### config.mk
export PLATFORM = sky130hd
export DESIGN_NAME = dm_arbiter
export DESIGN_NICKNAME = d
export VERILOG_FILES = /design/src/rtl/dm_arb_pkg.sv /design/src/rtl/dm_arb_pick.sv /design/src/rtl/dm_arbiter.sv
export SDC_FILE = /design/constraint.sdc
export NUM_CORES = 1
export LEC_CHECK = 0
export ABC_AREA = 1
export CORE_MARGIN = 4
export CORE_UTILIZATION = 42
export DETAILED_ROUTE_END_ITERATION = 10
export GPL_TIMING_DRIVEN = 1
export PLACE_DENSITY = 0.84
export SLEW_MARGIN = 25
export SYNTH_ARGS = -nofsm -noshare
export SYNTH_HDL_FRONTEND = slang
export SYNTH_SLANG_ARGS = --single-unit
### constraint.sdc
create_clock -name clk -period 4.05 [get_ports clk]
set_input_delay 0.405 -clock clk [delete_from_list [all_inputs] [get_ports clk]]
set_output_delay 0.405 -clock clk [all_outputs]
set_load 0.02 [all_outputs]
### src/rtl/dm_arb_pkg.sv
// Shared definitions for the data-memory arbiter: FSM state encoding and port ids.
package dm_arb_pkg;

  typedef enum logic [1:0] {
    ST_IDLE   = 2'd0,
    ST_ACCESS = 2'd1,
    ST_RESP   = 2'd2
  } state_t;

  localparam logic PORT0 = 1'b0;
  localparam logic PORT1 = 1'b1;

endpackage

### src/rtl/dm_arb_pick.sv
// Grant selection between the two requesters; a lone requester always wins,
// on contention the port that was not granted last wins.
module dm_arb_pick
  import dm_arb_pkg::*;
(
  input  logic req0,
  input  logic req1,
  input  logic last,
  output logic gnt0,
  output logic gnt1
);

  always_comb begin
    gnt0 = req0 & (~req1 | (last == PORT1));
    gnt1 = req1 & ~gnt0;
  end

endmodule

### src/rtl/dm_arbiter.sv
// Two-port arbiter in front of a single-ported, asynchronous-read data memory.
// Define DM_ARB_RR_EN for round-robin on contention; default is fixed priority to port 0.
//
// Handshake: a requester holds req and its command stable until gnt is seen high
// (combinational, IDLE only); the access happens the next cycle and a one-cycle
// rvalid (with err) is returned the cycle after that, for reads and writes alike.
module dm_arbiter
  import dm_arb_pkg::*;
#(
  parameter int MEM_WORDS = 3072,
  parameter int ADDR_W    = 32
) (
  input  logic              clk,
  input  logic              reset,
  input  logic              req0,
  input  logic              req1,
  input  logic              we0,
  input  logic              we1,
  input  logic [ADDR_W-1:0] addr0,
  input  logic [ADDR_W-1:0] addr1,
  input  logic [31:0]       wdata0,
  input  logic [31:0]       wdata1,
  output logic              gnt0,
  output logic              gnt1,
  output logic              rvalid0,
  output logic              rvalid1,
  output logic              err0,
  output logic              err1,
  output logic [31:0]       rdata,
  output logic [ADDR_W-1:0] mem_addr,
  output logic [31:0]       mem_wdata,
  output logic              mem_we,
  input  logic [31:0]       mem_rdata,
  output logic [1:0]        dbg_state
);

  state_t              state, state_nxt;
  logic                cmd_we;
  logic                cmd_id;
  logic [ADDR_W-1:0]   cmd_addr;
  logic [31:0]         cmd_wdata;
  logic                cmd_err;
  logic [ADDR_W-1:0]   word_idx;
  logic                pick0, pick1;
  logic                last_id;

`ifdef DM_ARB_RR_EN
  // prio names the port that wins the next contended grant.
  logic prio;

  always_ff @(posedge clk) begin
    if (reset) begin
      prio <= PORT0;
    end else if (gnt0 || gnt1) begin
      prio <= gnt0 ? PORT1 : PORT0;
    end
  end

  assign last_id = ~prio;
`else
  assign last_id = PORT1;
`endif

  dm_arb_pick u_pick (
    .req0 (req0),
    .req1 (req1),
    .last (last_id),
    .gnt0 (pick0),
    .gnt1 (pick1)
  );

  assign word_idx  = cmd_addr >> 2;
  assign cmd_err   = (cmd_addr[1:0] != 2'b00) || (word_idx >= ADDR_W'(MEM_WORDS));
  assign mem_addr  = cmd_addr;
  assign mem_wdata = cmd_wdata;
  assign dbg_state = state;

  always_ff @(posedge clk) begin
    if (reset) begin
      state <= ST_IDLE;
    end else begin
      state <= state_nxt;
    end
  end

  // Outputs are gated with reset so an aborted access neither writes nor responds.
  always_comb begin
    state_nxt = state;
    gnt0      = 1'b0;
    gnt1      = 1'b0;
    mem_we    = 1'b0;
    rvalid0   = 1'b0;
    rvalid1   = 1'b0;
    err0      = 1'b0;
    err1      = 1'b0;
    case (state)
      ST_IDLE: begin
        gnt0 = pick0 & ~reset;
        gnt1 = pick1 & ~reset;
        if (pick0 || pick1) state_nxt = ST_ACCESS;
      end
      ST_ACCESS: begin
        mem_we    = cmd_we & ~cmd_err & ~reset;
        state_nxt = ST_RESP;
      end
      ST_RESP: begin
        rvalid0   = ~reset & (cmd_id == PORT0);
        rvalid1   = ~reset & (cmd_id == PORT1);
        err0      = rvalid0 & cmd_err;
        err1      = rvalid1 & cmd_err;
        state_nxt = ST_IDLE;
      end
      default: state_nxt = ST_IDLE;
    endcase
  end

  always_ff @(posedge clk) begin
    if (reset) begin
      cmd_id    <= PORT0;
      cmd_we    <= 1'b0;
      cmd_addr  <= '0;
      cmd_wdata <= '0;
    end else if (gnt0 || gnt1) begin
      cmd_id    <= gnt1 ? PORT1 : PORT0;
      cmd_we    <= gnt1 ? we1 : we0;
      cmd_addr  <= gnt1 ? addr1 : addr0;
      cmd_wdata <= gnt1 ? wdata1 : wdata0;
    end
  end

  // Errored accesses return zero data; good writes leave rdata untouched.
  always_ff @(posedge clk) begin
    if (reset) begin
      rdata <= '0;
    end else if (state == ST_ACCESS) begin
      if (cmd_err) begin
        rdata <= '0;
      end else if (!cmd_we) begin
        rdata <= mem_rdata;
      end
    end
  end

endmodule

==> impl_metrics.yaml <==
outcome:
  status: "completed"
synthesis:
  synth_xor_area_frac: 0
  synth_most_common_cell: "nand2_1"
  synth_simple_gate_area_share: 0.335
  synth_top_family_by_area: "simple AND/OR/NAND/NOR gates"
  synth_compound_area_frac: 0.135
  synth_area_um2: 4790
  netlist_instances: 692
  async_flop_share: 0
  synth_cell_types: 19
  yosys.area.top_type: "dfxtp_1"
  syn_nets: 858
  synth-edff-count: 0
  yosysTopAreaCellShare: 0.418
  seq_area_frac_synth: 0.418
  synthTopCellsByArea: "dfxtp_1 42%, nand2_1 14%, nand3_1 10%"
  netlist_top_cells_count: "176 x nand2_1, 100 x dfxtp_1, 98 x nand3_1"
  ys_ff_latch: 100
  yosys.area_share.adder: 0
  yosysWarningCount: 0
  avgSynthCellArea_um2: 6.92
  yosys-mux-area-fraction: 0
  synth_ff_type: "dfxtp_1"
grt:
  grt_pass1_wl_mm: 25.5
  track_usage: 0.241
  grt_pass1_vias: 5107
  antenna_found_initial: 0
  grt_overflow: 0
  grt_start_max_net_pins: 99
clocking:
  cts.htree.levels: 3
  cts_buffer_depth: 2
  cts_tree: "done"
  clk_latency_ps: 340
  cts_buffers: 9
  cts.sinks: 100
  cts_setup_buffers: 0
  cts-resized-gates: 0
  cts_root_buf: "clkbuf_16"
  cts_hold_buf: 0
  path_clk_slew_ps: 70
worst_setup_path:
  r2r-start: "dbg_state[1]$_SDFFE_PP0P_"
  timing.critical_path.from: "mem_addr[31]$_SDFFE_PP0P_"
  cpMaxStageDelayCell: "clkdlybuf4s50_1"
  cp-start-kind: "flip-flop"
  critPathMaxFanout: 34
  slowest_delay_ps: 640
  cp_cell_sequence: "or2_1 > nor2_4 > buf_4 > nand4_1 > nor4_2 > clkdlybuf4s50_1"
  setup.worst_path.class: "flip-flop to output pin"
  arrival_ps: 2460
  required_ps: 3640
  end_kind: "output pin"
drt:
  drtAntennaViolNets: 0
  route.detailed.drc: 0
  dr.pass1.iters: 5
  vias: 5461
  drt_iter0_drc: 431
  wl_per_cell_um: 15.1
  routed_wl_mm: 16.2
  via_per_inst: 5.11
pwr:
  power.switching_uw: 883
  p_leak_nw: 3.36
  p_total_mw: 2.82
  peakVddDrop_v: 0.000202
  p_int_mw: 1.94
  switching_share: 0.313
  p_per_area_nw_per_um2: 363
  p_seq_frac: 0.404
  p_clk_frac: 0.278
  p_comb_frac: 0.318
timing:
  finalHoldViolations: 0
  final.setup.tns_ps: 0
  setup_violations: 0
  rsz0062_at_grt: "false"
  fin_skew_ps: 5.93
  fin_crit_sh: 0.707
  period_needed_ps: 2870
  max_freq_mhz: 349
  worstMarginPinSlew_ps: 1020
  slew_viol_final: 0
  slew_headroom: 0.317
flow_run:
  cap_violations: 0
layout:
  post_route_cells_drive_above_1_share: 0.0506
  regArea_um2: 2000
  antennaDiodeCount: 0
  syn_to_final_growth_pct: 62.3
  fin_nets: 1089
  final_cell_area_um2: 7780
  n_fill_cell: 930
  multi_input_area_um2: 2260
placement:
  post_dp_cell_area_um2: 7510
  port_buffers: 270
  gp_congestion: 0.863
  dp_hpwl_mm: 11.5
die:
  pin_count: 271
  die_area_um2: 13200
  die_x_um: 115
  core.rowCount: 38
  fp.coreArea_um2: 11000
  die_h_um: 115
  start_util: 0.436
hold_path:
  hold_class: "flip-flop to flip-flop"
  worstHoldStart: "rdata[7]$_SDFFE_PP0P_"
==> path summary, 6_finish.rpt <==
path	cells past startpoint	slack, ps	end
max	6	1180	mem_we
min	2	480	rdata[7]$_SDFFE_PP0P_
max reg2reg	8	1750	mem_wdata[26]$_SDFFE_PP0P_
min reg2reg	2	480	rdata[7]$_SDFFE_PP0P_
==> power groups by stage <==
stage,clock network (mW),logic [mW],registers [mW]
detailed placement,0,0.900,1.16
CTS,0.811,0.902,1.14
global route,0.847,0.976,1.15
floorplan,0,0.343,1.27
global placement,0,0.893,1.16
finish,0.787,0.898,1.14
==> state kept, by name, indices dropped and copies added (netlist names) <==
name / cells
mem_addr: 32
dbg_state: 2
rdata: 32
cmd_id: 1
cmd_we: 1
mem_wdata: 32
==> kinds of logic (layout without fill, tap and decap cells) <==
| family | Yosys count | after routing |
|---|---|---|
| compound gates | 97 | 97 |
| simple gates | 362 | 362 |
| buf+inv | 133 | 369 |
| flops | 100 | 100 |
==> layout make-up <==
class / count / area share
repair buffers: 280 / 0.359
multi-input cells: 459 / 0.291
flip-flops and latches: 100 / 0.257
inverters: 73 / 0.0357
clock buffers: 11 / 0.0312
well taps: 140 / 0.0225
clock inverters: 5 / 0.00354
==> routing by layer <==
metal | GRT usage | routed length (µm) | vias to the layer above
met5 | 0 | 0 | -
met4 | 0.111 | 554 | 0
met3 | 0.0542 | 1260 | 36
met2 | 0.405 | 7800 | 224
met1 | 0.295 | 6560 | 2439
li1 | - | - | 2762
==> through the flow <==
stage,hold WS [ps],cells,setup slack [ps],util
3_3_place_gp,460,1052,1260,0.683
6_report,480,1068,1180,0.708
2_1_floorplan,468,692,2000,-
3_5_place_dp,467,1052,1290,0.683
5_1_grt,507,1068,1010,0.708
4_1_cts,484,1068,1180,0.708
==> critical path, delay by kind of cell (launching register included) <==
kind                   cells  cell delay, ps
buffers and inverters      2             970
and+or+nand+nor            4             800
DFF                        1             330
==> cell usage in the layout, fill, tap and decap left out, drive strengths merged <==
master         netlist  layout
nor2                50      50
or2                  1       1
clkinv               0       5
clkbuf              30      11
buf                 30      10
a21oi               32      32
nor4                 1       1
inv                 73      72
nor3                 2       2
dfxtp              100     100
nand3               98      98
clkinvlp             0       1
clkdlybuf4s50        0     270
nand2              177     177
nand4               33      33
o211ai              65      65
Note: power is estimated with default switching activity, not from simulation.
